### src/rtl/adler32_pkg.sv
// Shared constants and types for the parallel Adler-32 engine.
// Latency: n/a (declarations only).
// Backpressure: n/a.
package adler32_pkg;

  // Largest prime below 2^16; both Adler-32 sums are kept modulo this value.
  localparam int unsigned MOD_ADLER     = 65521;
  // Widest beat the per-beat sum datapath is sized for.
  localparam int unsigned DAT_BYTES_MAX = 16;

  typedef enum logic {
    ST_IDLE = 1'b0,
    ST_BUSY = 1'b1
  } state_e;

endpackage

### src/rtl/adler32_mod_red.sv
// Combinational reduction of a 32-bit unsigned value modulo 65521.
// Latency: 0 cycles (pure combinational).
// Backpressure: none; result follows the input.
module adler32_mod_red
  import adler32_pkg::*;
(
  input  logic [31:0] x_i,
  output logic [15:0] r_o
);

  // 2^16 == 15 (mod 65521): each fold replaces the upper half by 15x its value.
  // First fold leaves at most 20 bits, second fold at most 65760, so one
  // conditional subtraction finishes the job.
  logic [19:0] fold1;
  logic [16:0] fold2;

  // Two folds then a single conditional subtract.
  always_comb begin
    fold1 = 20'(x_i[15:0]) + 20'(x_i[31:16]) * 20'd15;
    fold2 = 17'(fold1[15:0]) + 17'(fold1[19:16]) * 17'd15;
    if (fold2 >= 17'(MOD_ADLER)) begin
      r_o = 16'(fold2 - 17'(MOD_ADLER));
    end else begin
      r_o = fold2[15:0];
    end
  end

endmodule

### src/rtl/adler32_par.sv
// Adler-32 over DAT_BYTES-wide beats, one beat per clock; optional seed preset via macro ADLER32_SEED_EN.
// Latency: 1 cycle from accepted beat to val_o/dat_o (done_o with the lst_i beat).
// Backpressure: rdy_o is high only while a stream is open; beats offered in IDLE are ignored.
module adler32_par
  import adler32_pkg::*;
#(
  parameter  int DAT_BYTES = 4,
  localparam int DAT_WD    = 8 * DAT_BYTES,
  localparam int NUM_WD    = $clog2(DAT_BYTES)
) (
  input  logic              clk,
  input  logic              rstn,
  input  logic              start_i,
  input  logic              val_i,
  input  logic [DAT_WD-1:0] dat_i,
  input  logic [NUM_WD-1:0] num_i,
  input  logic              lst_i,
  output logic              rdy_o,
  output logic              done_o,
  output logic              val_o,
  output logic [31:0]       dat_o
`ifdef ADLER32_SEED_EN
  ,
  input  logic [31:0]       seed_i
`endif
);

  state_e      state_q, state_d;
  logic [15:0] a_q, a_d, b_q, b_d;
  logic [31:0] dat_q, dat_d;
  logic        val_q, done_q;
  logic        accept;
  logic [15:0] seed_a, seed_b;
  logic [31:0] n_bytes, sum_a, sum_b, byte_v;
  logic [31:0] pre_a, pre_b;
  logic [15:0] a_red, b_red;

  // A start pulse always wins, so a beat in the same cycle is discarded.
  assign accept = val_i && rdy_o && !start_i;

`ifdef ADLER32_SEED_EN
  // Out-of-range seed halves are brought back into [0, 65520] by one subtraction.
  assign seed_a = (seed_i[15:0]  >= 16'(MOD_ADLER)) ? seed_i[15:0]  - 16'(MOD_ADLER) : seed_i[15:0];
  assign seed_b = (seed_i[31:16] >= 16'(MOD_ADLER)) ? seed_i[31:16] - 16'(MOD_ADLER) : seed_i[31:16];
`else
  assign seed_a = 16'd1;
  assign seed_b = 16'd0;
`endif

  // Per-beat sums: byte k (stream order) contributes once to A and (n-k) times to B.
  always_comb begin
    n_bytes = (num_i == '0) ? 32'(DAT_BYTES) : 32'(num_i);
    sum_a   = '0;
    sum_b   = '0;
    byte_v  = '0;
    for (int k = 0; k < DAT_BYTES; k++) begin
      byte_v = 32'(dat_i[DAT_WD-1-8*k -: 8]);
      if (32'(k) < n_bytes) begin
        sum_a = sum_a + byte_v;
        sum_b = sum_b + (n_bytes - 32'(k)) * byte_v;
      end
    end
    pre_a = 32'(a_q) + sum_a;
    pre_b = 32'(b_q) + n_bytes * 32'(a_q) + sum_b;
  end

  adler32_mod_red u_red_a (.x_i(pre_a), .r_o(a_red));
  adler32_mod_red u_red_b (.x_i(pre_b), .r_o(b_red));

  // Next-state for the stream FSM.
  always_comb begin
    state_d = state_q;
    if (start_i) begin
      state_d = ST_BUSY;
    end else if (accept && lst_i) begin
      state_d = ST_IDLE;
    end
  end

  // FSM output: beats are taken only while a stream is open.
  always_comb begin
    rdy_o = (state_q == ST_BUSY);
  end

  // Next values of the running sums and the published checksum.
  always_comb begin
    a_d   = a_q;
    b_d   = b_q;
    dat_d = dat_q;
    if (start_i) begin
      a_d = seed_a;
      b_d = seed_b;
    end else if (accept) begin
      a_d   = a_red;
      b_d   = b_red;
      dat_d = {b_red, a_red};
    end
  end

  // State, running sums and output registers with synchronous reset.
  always_ff @(posedge clk) begin
    if (!rstn) begin
      state_q <= ST_IDLE;
      a_q     <= 16'd1;
      b_q     <= 16'd0;
      dat_q   <= '0;
      val_q   <= 1'b0;
      done_q  <= 1'b0;
    end else begin
      state_q <= state_d;
      a_q     <= a_d;
      b_q     <= b_d;
      dat_q   <= dat_d;
      val_q   <= accept;
      done_q  <= accept && lst_i;
    end
  end

  assign val_o  = val_q;
  assign done_o = done_q;
  assign dat_o  = dat_q;

endmodule

### config.mk
export PLATFORM = sky130hd
export DESIGN_NAME = adler32_par
export DESIGN_NICKNAME = d
export VERILOG_FILES = /design/src/rtl/adler32_pkg.sv /design/src/rtl/adler32_mod_red.sv /design/src/rtl/adler32_par.sv
export SDC_FILE = /design/constraint.sdc
export NUM_CORES = 1
export LEC_CHECK = 0
export BUFFER_PORTS_ARGS = -buffer_cell sky130_fd_sc_hd__buf_2
export CORE_ASPECT_RATIO = 0.9
export CORE_MARGIN = 10
export CORE_UTILIZATION = 25
export CTS_CLUSTER_SIZE = 20
export DETAILED_ROUTE_END_ITERATION = 16
export GPL_ROUTABILITY_DRIVEN = 0
export PLACE_DENSITY = 0.37
export SLEW_MARGIN = 20
export SYNTH_ARGS = -nofsm -noshare
export SYNTH_HDL_FRONTEND = slang
export SYNTH_SLANG_ARGS = --single-unit
### constraint.sdc
create_clock -name clk -period 42.4 [get_ports clk]
set_input_delay 12.72 -clock clk [delete_from_list [all_inputs] [get_ports clk]]
set_output_delay 12.72 -clock clk [all_outputs]
set_load 0.02 [all_outputs]
# == Word level (Yosys, flattened, before mapping) ==
# Cells that the tools add are included.
# op_classes
addsub,18
mul,9
magnitude_cmp,6
n_mux,13
n_bitwise,2
reduce_logical,8
# ops
cell,n
32-bit two-way mux,6
32-bit adder,3
32-bit by 8-bit adder with 32-bit output,3
16-bit by 20-bit adder with 20-bit output,2
"16-bit by 4-bit multiplier with 20-bit output, second input constant",2
4-bit by 9-bit multiplier with 13-bit output,3
16-bit by 8-bit adder with 17-bit output,2
"17-bit by 16-bit greater-or-equal comparator with 1-bit output, second input constant",2
16-bit by 32-bit adder with 32-bit output,1
20-bit by 32-bit adder with 32-bit output,1
16-bit two-way mux,2
"16-bit subtractor, second input constant",2
16-bit by 19-bit adder with 20-bit output,1
3-bit by 16-bit multiplier with 19-bit output,1
"4-bit by 4-bit multiplier with 8-bit output, second input constant",2
3-bit by 8-bit multiplier with 11-bit output,1
11-bit two-way mux,1
8-bit two-way mux,1
"3-bit by 2-bit subtractor with 4-bit output, second input constant",2
"1-bit by 3-bit less-than comparator with 1-bit output, first input constant",2
"2-bit by 3-bit less-than comparator with 1-bit output, first input constant",2
"3-bit by 1-bit subtractor with 4-bit output, second input constant",1
1-bit logical AND,3
3-bit two-way mux,1
other kinds (7),9
# word_totals
reg_bits,67
input_bits,39
out_inout_bits,35
elab_cells,62

# == Depth between registers and ports, before layout ==
# Gate-level depths: netlist of the first run.
# logic_depth
depth_word,17
depth_mapped,92
depth_no_buf,87

# == Modules after synthesis ==
# From an unflattened synthesis of the first run, not the netlist that was laid out.
# hier_totals
hier_cells,2877
area_unflattened_um2,22226.3
# modules_own_cells
module,n_inst,cells_each,area_each_um2,seq_area_each_um2
adler32_par,1,1950,14789.2,1341.3
adler32_mod_red at u_red_a,1,475,3829.9,0.0
adler32_mod_red at u_red_b,1,452,3607.2,0.0

# == Worst setup path before layout of the first run ==
# OpenSTA, ideal clock, no wires.
# synth_timing
kind,input port to flip-flop
from,input num_i[1]
to,register b_q[12]
setup_ns,0.132
arrival_time_ns,31.904
required_time_ns,42.268
path_slack_ns,10.364
path_stages,84
path_buffers,4
cell_sequence,clkbuf_1 -> inv_1 -> ha_1 -> clkbuf_1 -> clkbuf_1 -> clkbuf_1 -> xor2_1 -> nand2_1 -> fa_1 -> fa_1 -> inv_1 -> fa_1 -> ha_1 -> fa_1 -> xor2_1 -> ha_1 -> o21a_1 -> a21oi_1 -> [... 48 more ...] -> fa_1 -> inv_1 -> fa_1 -> inv_1 -> ha_1 -> nor2b_1 -> o21ai_0 -> a21boi_0 -> o21ai_0 -> a21boi_0 -> nor4_1 -> nand3_1 -> a2111oi_2 -> o211ai_1 -> o31ai_4 -> nand2_1 -> nor3_1 -> nor3_1
# synth_via
elab_chain_len,17
word_cells_on_any_way,30
cone_classes,add/sub (11); mul (7); order compare (5); mux (6); reduce/logical (1)
# synth_lines
item,line_no,text
start: declaration,adler32_par.sv:16,"input logic [NUM_WD-1:0] num_i,"
2-bit zero test,adler32_par.sv:52,n_bytes = (num_i == '0) ? 32'(DAT_BYTES) : 32'(num_i);
3-bit two-way mux (*),adler32_par.sv:52,
"3-bit by 1-bit subtractor with 4-bit output, or another cell as far along",adler32_par.sv:60,sum_b = sum_b + (n_bytes - 32'(k)) * byte_v;
4-bit by 9-bit multiplier with 13-bit output or 11-bit two-way mux (tied branches),"adler32_par.sv:60, adler32_par.sv:58",
32-bit adder,adler32_par.sv:60,
32-bit two-way mux,adler32_par.sv:58,if (32'(k) < n_bytes) begin
32-bit adder,adler32_par.sv:60,
32-bit two-way mux,adler32_par.sv:58,
32-bit adder,adler32_par.sv:60,
32-bit two-way mux,adler32_par.sv:58,
20-bit by 32-bit adder with 32-bit output (*),adler32_par.sv:64,pre_b = 32'(b_q) + n_bytes * 32'(a_q) + sum_b;
16-bit by 4-bit multiplier with 20-bit output,adler32_mod_red.sv:19,fold1 = 20'(x_i[15:0]) + 20'(x_i[31:16]) * 20'd15;
16-bit by 20-bit adder with 20-bit output (*),adler32_mod_red.sv:19,
4-bit by 4-bit multiplier with 8-bit output,adler32_mod_red.sv:20,fold2 = 17'(fold1[15:0]) + 17'(fold1[19:16]) * 17'd15;
16-bit by 8-bit adder with 17-bit output (*),adler32_mod_red.sv:20,
16-bit subtractor or 17-bit by 16-bit greater-or-equal comparator with 1-bit output (tied branches),"adler32_mod_red.sv:22, adler32_mod_red.sv:21",
16-bit two-way mux (*),adler32_mod_red.sv:21,if (fold2 >= 17'(MOD_ADLER)) begin
end signal: assignment,adler32_par.sv:105,b_q <= 16'd0;
end signal: assignment,adler32_par.sv:112,b_q <= b_d;
end: declaration,adler32_par.sv:29,"logic [15:0] a_q, a_d, b_q, b_d;"
# Mark *: on every way between the ends. The rest lies on a longest branch, timed or not.
# A chain may end at the register's enable or synchronous reset.

# == Final worst setup path of the first run ==
# layout_timing
from,input num_i[1]
to,register dat_q[30] (netlist: dat_o[30])
# layout_via
elab_chain_len,17
word_cells_on_any_way,30
cone_classes,add/sub (11); mul (7); order compare (5); mux (6); reduce/logical (1)
# layout_lines
item,line_no,text
2-bit zero test,adler32_par.sv:52,
3-bit two-way mux (*),adler32_par.sv:52,
"3-bit by 1-bit subtractor with 4-bit output, or another cell as far along",adler32_par.sv:60,
4-bit by 9-bit multiplier with 13-bit output or 11-bit two-way mux (tied branches),"adler32_par.sv:60, adler32_par.sv:58",
32-bit adder,adler32_par.sv:60,
32-bit two-way mux,adler32_par.sv:58,
32-bit adder,adler32_par.sv:60,
32-bit two-way mux,adler32_par.sv:58,
32-bit adder,adler32_par.sv:60,
32-bit two-way mux,adler32_par.sv:58,
20-bit by 32-bit adder with 32-bit output (*),adler32_par.sv:64,
16-bit by 4-bit multiplier with 20-bit output,adler32_mod_red.sv:19,
16-bit by 20-bit adder with 20-bit output (*),adler32_mod_red.sv:19,
4-bit by 4-bit multiplier with 8-bit output,adler32_mod_red.sv:20,
16-bit by 8-bit adder with 17-bit output (*),adler32_mod_red.sv:20,
16-bit subtractor or 17-bit by 16-bit greater-or-equal comparator with 1-bit output (tied branches),"adler32_mod_red.sv:22, adler32_mod_red.sv:21",
16-bit two-way mux (*),adler32_mod_red.sv:21,
end signal: assignment,adler32_par.sv:113,dat_q <= dat_d;
end: declaration,adler32_par.sv:30,"logic [31:0] dat_q, dat_d;"
# Marks and branches as above.

==> results.json, run 1 <==
{
  "met1_usage": 0.1992,
  "vias_per_cell": 4.817,
  "rsz0062_at_grt": "no",
  "r2r-start": "a_q[0]",
  "post-route-period-util": 0.8079,
  "clk_latency_ns": 0.35,
  "dr.pass1.iters": 6,
  "crit_type": "primary input to flop",
  "drtAntennaViolNets": 0,
  "critPathMaxFanout": 27,
  "cts_root_buf": "clkbuf_16",
  "maxCapViolCount": 0,
  "synth_top_flop_cell": "dfxtp_1",
  "preCtsSetupSlack_ns": 7.952,
  "globalRoute.busiestLayer": "met2",
  "insertedDiodeCount": 0,
  "worst_slew_pin_slew_ns": 1.011,
  "ys_types": 94,
  "cts_made_buffers": 9,
  "maxSlewHeadroom": 0.3238,
  "initial_core_util": 0.2520,
  "core_area_mm2": 0.07780,
  "syn_nets": 3024,
  "rows": 97,
  "synth_top_area_frac": 0.1934,
  "clockBufferDepth": 2,
  "grt_util_met3": 0.007498,
  "drt_wl_total_mm": 62.61,
  "cp.required_ns": 42.60,
  "vias": 17400,
  "nets": 3049,
  "die_area_mm2": 0.09004,
  "start_kind": "primary input",
  "rr_worst_depth": 50,
  "slowest_delay_ns": 0.68,
  "yosys_warnings": 0,
  "grt_pass1_vias": 17958,
  "worstHoldStart": "dat_o[6]",
  "fmax_mhz": 29.19,
  "dp_cells": 3596,
  "synth_largest_area_cell": "ha_1",
  "finalHoldViolCount": 0,
  "tns_ns": 0,
  "ff_latch_area_mm2": 0.001341,
  "antenna_found_initial": 0,
  "grt_usage": 0.1385,
  "slew_violations": 0,
  "status": "finished, final reports clean",
  "avgSynthCellArea_um2": 7.710,
  "cp_slowest_cell": "ha_1",
  "placed_area_mm2": 0.02110,
  "min_period_ns": 34.26,
  "grt_first_pass_wirelength_mm": 101.6,
  "cts_setup_buffers": 0,
  "clock_skew_ns": 0.01053,
  "crit_path_end_kind": "flop",
  "finalNonFillerCells": 3612,
  "fp.dieW_um": 315.2,
  "cts.hold.buffers_added": 0,
  "yosysMostFrequentCell": "ha_1",
  "cts_resized": 0,
  "arrival_ns": 34.46,
  "grt_use_met2": 0.2319,
  "synth_area_mm2": 0.01961,
  "area_delta_synth_final_pct": 9.189,
  "hp-class": "flop to flop",
  "drt-initial-drc-count": 855,
  "port_buffers": 73,
  "cts_tree": "done",
  "die_height_um": 285.7,
  "htreeDepth": 3,
  "seq_area_frac_synth": 0.06841,
  "setup_ws_ns": 8.143,
  "cts_sinks": 67,
  "r2r_setup_slack_ns": 26.92,
  "drive_gt1_frac": 0.06374,
  "io_pins": 74,
  "netlist_top_cells_area": "ha_1 19%, fa_1 14%, dfxtp_1 6.8%, xnor2_1 5.8%, inv_1 5.7%",
  "hold_depth": 1,
  "grt-ovfl-total": 0,
  "fin_area_mm2": 0.02141,
  "cts.clk_slew.worst_paths_ns": 0.06,
  "synth_async_sr_flop_share": 0,
  "synth_edf_count": 0,
  "drc": 0,
  "postSynthCellCount": 2543,
  "holdPathEnd": "dat_o[6]",
  "finalSetupViolCount": 0,
  "multi_input_area_mm2": 0.01690,
  "n_fill_cell": 8483,
  "synthTopCellsByCount": "303 x ha_1, 296 x inv_1, 228 x nand2_1",
  "crit_top_cell": "ha_1",
  "routedWlPerCell_um": 17.33,
  "grt_max_degree": 73,
  "hpwl_mm": 53.80,
  "synth-seq-cells": 67,
  "r2r_end": "dat_o[30]"
}
==> flip-flops by register name, indices dropped and copies added (netlist names) <==
signal  cells
done_o      1
rdy_o       1
val_o       1
dat_o      32
b_q        16
a_q        16
==> worst max path at each step <==
stage                     slack (ns)   endpoint  cells after the start      from
after floorplan                10.36    b_q[12]                     84  num_i[1]
after global placement          8.47    b_q[12]                     81  num_i[1]
after detailed placement        7.95  dat_o[30]                     82  num_i[1]
after CTS                       8.20  dat_o[30]                     82  num_i[1]
after global routing            6.33  dat_o[30]                     81  num_i[1]
final                           8.14  dat_o[30]                     81  num_i[1]
==> kinds of logic (layout without fill, tap and decap cells) <==
family                     count (synthesis)  count (layout)  synth area share
and+or+nand+nor                          744             744            0.1872
muxes                                     29              29           0.01576
adders and majority gates                447             447            0.3378
buffers and inverters                    368             398           0.07096
DFF                                       67              67           0.06841
AOI/OAI and AO/OA                        684             684            0.2271
xor gates and xnor gates                 204             204           0.09266
==> placed cells by master, fill, tap and decap left out, types with 8 or more instances in the layout <==
cell type / instances
a32o_1: 10
nor3_1: 56
o21ai_0: 152
nand3_1: 54
ha_1: 302
mux2_2: 15
nand2b_1: 40
xnor2_1: 129
o21a_1: 22
xor2_1: 70
nor2b_1: 30
or3_1: 16
o31ai_1: 12
nor3b_1: 8
clkbuf_16: 9
o211ai_1: 20
nor4_1: 10
nand2_1: 228
and3_1: 39
nor2_1: 160
and2_1: 44
a31oi_1: 18
a21oi_1: 208
o21bai_1: 40
mux2i_1: 14
buf_4: 10
buf_2: 73
a211oi_1: 22
dfxtp_1: 67
inv_1: 296
fa_1: 139
a21o_1: 82
or2_2: 8
a21boi_0: 9
nand4_1: 17
==> worst max-delay path, delay by kind of cell <==
kind                     cells  cell delay (ns)
AO/OA/AOI/OAI               29             6.70
XOR/XNOR                     8             1.98
adder cells (fa/ha/maj)     21             8.79
buffers and inverters        9             1.30
AND/OR/NAND/NOR             14             2.89
==> layout make-up <==
type                            count  share of cell area
Multi-Input combinational cell   2108              0.7892
Inverter                          299             0.05243
Tap cell                         1039             0.06072
Clock buffer                        9             0.01052
Timing Repair Buffer               83             0.02057
Clock inverter                      7            0.003857
Sequential cell                    67             0.06265
==> routing by layer <==
| metal | up-vias | share of wire |
|---|---|---|
| met3 | 27 | 0.020 |
| met5 | - | 0 |
| li1 | 8889 | - |
| met2 | 198 | 0.46 |
| met4 | 0 | 0.0069 |
| met1 | 8286 | 0.52 |
==> through the flow <==
step | util | hold WS [ns]
after floorplan | - | 0.4406
after global placement | 0.2712 | 0.4332
after detailed placement | 0.2712 | 0.4380
after CTS | 0.2752 | 0.4629
after global routing | 0.2752 | 0.4875
final | 0.2752 | 0.4534
Power of run 1 is not shown: default switching activity piles up to over one toggle a cycle in this logic, so the estimate is an artifact.
==> run 2, diff against run 1 <==
- ABC_AREA: not set -> 1
- clock period: 42.4 -> 35.2 ns (I/O delays scaled with it)
==> run 2 against run 1 <==
Hold slack improved by 0.0082 ns. Routed wire length rose by 3.7%. Non-clock buffer count rose by 3. Sequential share of layout area fell by 0.11 points. Synthesized area rose by 1.5%. Worst setup slack got worse by 3.3 ns. Final cell count rose by 17%. Die area rose by 1.4%.
==> results.json, run 2 <==
{
  "final_util": 0.2751,
  "crit_top_cell": "nand2_1",
  "worst_slew_pin_slew_ns": 0.7970,
  "crit_buf_inv": 11,
  "arrival_ns": 30.56,
  "grt-ovfl-total": 0,
  "synthAdderAreaFrac": 0.3302,
  "clockBufferDepth": 2,
  "synth_largest_area_cell": "ha_1",
  "grt_util_met3": 0.01120,
  "initial_core_util": 0.2513,
  "worstSetupStartpoint": "num_i[1]",
  "finalSetupViolCount": 0,
  "postSynthCellCount": 3119,
  "cp.required_ns": 35.39,
  "cts_setup_buffers": 0,
  "grt_max_degree": 66,
  "synth_top_flop_cell": "dfxtp_1",
  "avgSynthCellArea_um2": 6.383,
  "grt_use_met2": 0.2237,
  "grt_usage": 0.1380,
  "drt-initial-drc-count": 871,
  "cts_resized": 0,
  "crit_type": "primary input to flop",
  "cts.hold.buffers_added": 0,
  "clock_skew_ns": 0.008716,
  "synth_compound_area_frac": 0.1269,
  "tns_ns": 0,
  "hpwl_mm": 56.53,
  "synth_top_area_frac": 0.1904,
  "seq_area_frac_synth": 0.06737,
  "synth_area_mm2": 0.01991,
  "die_area_mm2": 0.09134,
  "drive_gt1_frac": 0.05341,
  "slew_violations": 0,
  "cts_made_buffers": 9,
  "rsz0062_at_grt": "no",
  "rows": 98,
  "synth_edf_count": 0,
  "status": "finished, final reports clean",
  "synthSimpleGateAreaFrac": 0.2837,
  "whs_ns": 0.4616,
  "final_cell_mix": "791 x nand2_1, 583 x inv_1, 302 x ha_1, 249 x a21oi_1, 246 x nor2_1",
  "drc": 0,
  "synth_async_sr_flop_share": 0,
  "drt_wl_total_mm": 64.95,
  "yosysMostFrequentCell": "nand2_1",
  "cp_slowest_cell": "fa_1",
  "port_buffers": 73,
  "grt_pass1_vias": 18610,
  "fmax_mhz": 32.94,
  "fp.dieW_um": 317.5,
  "grt_first_pass_wirelength_mm": 102.6,
  "routedWlPerCell_um": 15.41,
  "crit_path_end_kind": "flop",
  "min_period_ns": 30.36,
  "met1_usage": 0.2026,
  "synth_top_family_by_area": "adder cells",
  "maxCapViolCount": 0,
  "cpLargestDelayFamily": "adder cells",
  "r2r-start": "a_q[1]",
  "hp-class": "flop to flop",
  "globalRoute.busiestLayer": "met2",
  "cts_root_buf": "clkbuf_16",
  "insertedDiodeCount": 0,
  "die_height_um": 287.7,
  "synthTopCellsByCount": "791 x nand2_1, 583 x inv_1, 303 x ha_1",
  "drtAntennaViolNets": 0,
  "start_kind": "primary input",
  "critPathMaxFanout": 27,
  "post-route-period-util": 0.8626,
  "layout_commonest_cell": "nand2_1",
  "area_delta_synth_final_pct": 9.439,
  "vias": 18712,
  "antenna_found_initial": 5,
  "largest_reg_flops": 32,
  "vias_per_cell": 4.440,
  "synth_xor_area_frac": 0.06768,
  "worstHoldStart": "dat_o[23]",
  "io_pins": 74,
  "finalHoldViolCount": 0,
  "htreeDepth": 3,
  "synthMuxAreaShare": 0.0005028,
  "clk_latency_ns": 0.33,
  "slowest_delay_ns": 0.57,
  "netlist_top_cells_area": "ha_1 19%, nand2_1 15%, fa_1 14%, inv_1 11%, dfxtp_1 6.7%",
  "cts_tree": "done",
  "yosys_warnings": 0,
  "synth-seq-cells": 67,
  "nets": 3640,
  "cts.clk_slew.worst_paths_ns": 0.06,
  "syn_nets": 3600,
  "core_area_mm2": 0.07921,
  "dr.pass1.iters": 5,
  "cts_sinks": 67,
  "maxSlewHeadroom": 0.4681,
  "ys_types": 56
}
## run 2: changes by cell type after synthesis, sizes merged, moves of 40 or more
| cell | change |
|---|---|
| a21oi | +42 |
| nor2 | +91 |
| nand3 | +119 |
| nand2b | -41 |
| inv | +293 |
| nand2 | +592 |
| and2 | -40 |
| xnor2 | -74 |
| a21o | -69 |
## run 2: kinds of logic (layout without fill, tap and decap cells)
| family | after synthesis | after routing |
|---|---|---|
| AO/OA/AOI/OAI | 460 | 460 |
| AND/OR/NAND/NOR | 1347 | 1347 |
| multiplexers | 1 | 1 |
| adder cells (fa/ha/maj) | 442 | 442 |
| buffers and inverters | 649 | 694 |
| XOR/XNOR | 153 | 153 |
| flip-flops | 67 | 67 |
## run 2: worst reg2reg max path: cells and delay by family (launching register included)
family,cells,cell delay (ns)
AO/OA/AOI/OAI,12,1.90
XOR/XNOR,3,0.54
adder cells (fa/ha/maj),12,5.48
buffers and inverters,9,0.50
flip-flops,1,0.55
AND/OR/NAND/NOR,33,4.38
## run 2: cell type report
class | instances | area (um^2)
clock buffers | 12 | 246.5
fillers | 9145 | 57420
repair buffers | 86 | 462.9
flip-flops and latches | 67 | 1341
well taps | 1050 | 1314
inverters | 592 | 2222
multi-input cells | 2403 | 16130
clock inverters | 4 | 73.82
## run 2: per-layer routing
metal | vias to the layer above | share of wire | wire [um]
li1 | 9956 | - | -
met1 | 8535 | 0.53 | 34200
met2 | 193 | 0.44 | 28430
met3 | 24 | 0.029 | 1912
met4 | 4 | 0.0059 | 382
met5 | - | 0.00035 | 23
## run 2: path summary, 6_finish.rpt
check / end / slack (ns) / cells past startpoint
min reg2reg: dat_o[23] / 0.46 / 2
max: dat_o[28] / 4.84 / 97
max reg2reg: dat_o[28] / 21.70 / 69
min: dat_o[23] / 0.46 / 2
## run 2: metrics by stage
stage,setup slack [ns],instances,cell area (um^2)
floorplan,7.532,3119,19910
global placement,4.511,4198,21470
detailed placement,4.420,4198,21470
CTS,4.730,4214,21790
global route,2.615,4214,21790
finish,4.837,4214,21790
Power of run 2 is left out for the same reason.
==> run 3, diff against run 2 <==
- SYNTH_HIERARCHICAL: not set -> 1
==> run 3 against run 2 <==
Sequential share of layout area is 0.74 points lower. Hold slack worse by 0.00054 ns. Maximum frequency is 0.55% higher. Die area is 13% higher. Critical path depth is 8 higher. Non-clock buffer count is 1 lower. First-iteration DRC count is 6.2% lower. Utilization is 0.13 points higher. Clock-buffer cell count is 2 lower. Register-to-register slack better by 0.71 ns. Critical path type unchanged.
==> results.json, run 3 <==
{
  "crit_type": "primary input to flop",
  "fp.dieW_um": 337.2,
  "initial_core_util": 0.2525,
  "grt_first_pass_wirelength_mm": 113.4,
  "cts.clk_slew.worst_paths_ns": 0.06,
  "die_height_um": 305.5,
  "yosys_warnings": 6,
  "setup_ws_ns": 5.005,
  "final_cell_mix": "858 x nand2_1, 738 x inv_1, 322 x ha_1, 253 x a21oi_1, 246 x nor2_1",
  "grt_max_degree": 66,
  "die_area_mm2": 0.1030,
  "finalSetupViolCount": 0,
  "routedWlPerCell_um": 14.65,
  "drtAntennaViolNets": 0,
  "r2r_setup_slack_ns": 22.41,
  "largest_reg_flops": 32,
  "port_buffers": 73,
  "cts_resized": 0,
  "grt_use_met2": 0.2186,
  "ys_types": 57,
  "arrival_ns": 30.46,
  "hpwl_mm": 60.29,
  "drt-initial-drc-count": 817,
  "worst_slew_pin_slew_ns": 1.041,
  "maxCapViolCount": 0,
  "min_period_ns": 30.20,
  "cts.hold.buffers_added": 0,
  "seq_area_frac_synth": 0.05925,
  "synth_area_mm2": 0.02264,
  "drive_gt1_frac": 0.06169,
  "worstHoldStart": "dat_o[21]",
  "status": "finished, final reports clean",
  "dr.pass1.iters": 5,
  "grt-ovfl-total": 0,
  "start_kind": "primary input",
  "slew_violations": 0,
  "rows": 104,
  "vias_per_cell": 4.348,
  "ff_latch_area_mm2": 0.001341,
  "postSynthCellCount": 3452,
  "grt_usage": 0.1344,
  "core_area_mm2": 0.08966,
  "rr_worst_depth": 66,
  "cpLargestDelayFamily": "adder cells",
  "clock_skew_ns": 0.009676,
  "n_fill_cell": 10247,
  "cts_made_buffers": 9,
  "grt_pass1_vias": 21000,
  "synth_largest_area_cell": "ha_1",
  "synth_edf_count": 0,
  "tns_ns": 0,
  "yosysMostFrequentCell": "nand2_1",
  "io_pins": 74,
  "avgSynthCellArea_um2": 6.558,
  "clk_latency_ns": 0.33,
  "rsz0062_at_grt": "no",
  "r2r-start": "a_q[1]",
  "fmax_mhz": 33.12,
  "cts_sinks": 67,
  "vias": 20434,
  "met1_usage": 0.2017,
  "area_delta_synth_final_pct": 9.435,
  "synth_top_area_frac": 0.1785,
  "layout_commonest_cell": "nand2_1",
  "cp.required_ns": 35.46,
  "hp-class": "flop to flop",
  "netlist_top_cells_area": "ha_1 18%, fa_1 18%, nand2_1 14%, inv_1 12%, dfxtp_1 5.9%",
  "drt_wl_total_mm": 68.84,
  "nets": 4090,
  "crit_top_cell": "nand2_1",
  "grt_util_met3": 0.004997,
  "synth_top_flop_cell": "dfxtp_1",
  "crit_path_end_kind": "flop",
  "clockBufferDepth": 2,
  "r2r_end": "dat_o[28]",
  "cts_tree": "done",
  "cts_setup_buffers": 0,
  "finalHoldViolCount": 0,
  "slowest_delay_ns": 0.60,
  "preCtsSetupSlack_ns": 4.574,
  "cp_slowest_cell": "a21oi_2",
  "cts_root_buf": "clkbuf_16",
  "globalRoute.busiestLayer": "met2",
  "antenna_found_initial": 0,
  "htreeDepth": 3,
  "synthTopCellsByCount": "858 x nand2_1, 738 x inv_1, 323 x ha_1",
  "insertedDiodeCount": 0,
  "multi_input_area_mm2": 0.01840,
  "post-route-period-util": 0.8578,
  "critPathMaxFanout": 62,
  "hold_depth": 2,
  "holdPathEnd": "dat_o[21]",
  "crit_buf_inv": 20,
  "drc": 0,
  "synth_async_sr_flop_share": 0,
  "maxSlewHeadroom": 0.3018,
  "synth-seq-cells": 67
}
## run 3: how the worst max path moves through the flow
| stage | start | end | slack (ns) | depth (start not counted) |
|---|---|---|---|---|
| final | num_i[1] | dat_o[28] | 5.00 | 105 |
| after global routing | num_i[1] | dat_o[29] | 2.88 | 99 |
| after CTS | num_i[1] | dat_o[30] | 4.87 | 99 |
| after detailed placement | num_i[1] | dat_o[30] | 4.57 | 99 |
| after global placement | num_i[1] | dat_o[26] | 4.78 | 105 |
| after floorplan | num_i[1] | b_q[3] | 6.94 | 106 |
## run 3: cell families after synthesis
logic type,after synthesis,synth area share
adder cells (fa/ha/maj),522,0.3545
XOR/XNOR,161,0.06378
other,1,0.0001657
AND/OR/NAND/NOR,1427,0.2734
buffers and inverters,809,0.1356
flip-flops,67,0.05925
multiplexers,1,0.0004422
AO/OA/AOI/OAI,464,0.1129
## run 3: final cells by class
type / count / share of cell area
timing repair buffer: 85 / 0.01838
clock buffer: 10 / 0.009646
multi-input combinational: 2617 / 0.7428
inverter: 749 / 0.1135
tap: 1166 / 0.05889
clock inverter: 6 / 0.002626
sequential: 67 / 0.05414
## run 3: metrics by stage
stage	util	std cells	hold WS [ns]	instance area, um^2
2_1_floorplan	-	3493	0.4453	22790
3_3_place_gp	0.2729	4684	0.4518	24470
3_5_place_dp	0.2729	4684	0.4534	24470
4_1_cts	0.2763	4700	0.4622	24770
5_1_grt	0.2763	4700	0.4762	24770
6_report	0.2763	4700	0.4611	24770
## run 3: layer usage
metal / part of all wire / up-vias
met5: 0 / -
met4: 0.0039 / 0
met3: 0.020 / 16
met1: 0.54 / 9337
met2: 0.44 / 205
li1: - / 10876
## run 3: tightest hold or removal path, delay by kind of cell, from the launching register on
kind	cells	cell delay (ns)
AO/OA/AOI/OAI	1	0.05
AND/OR/NAND/NOR	1	0.06
flip-flops	1	0.30
Power of run 3 is left out for the same reason.
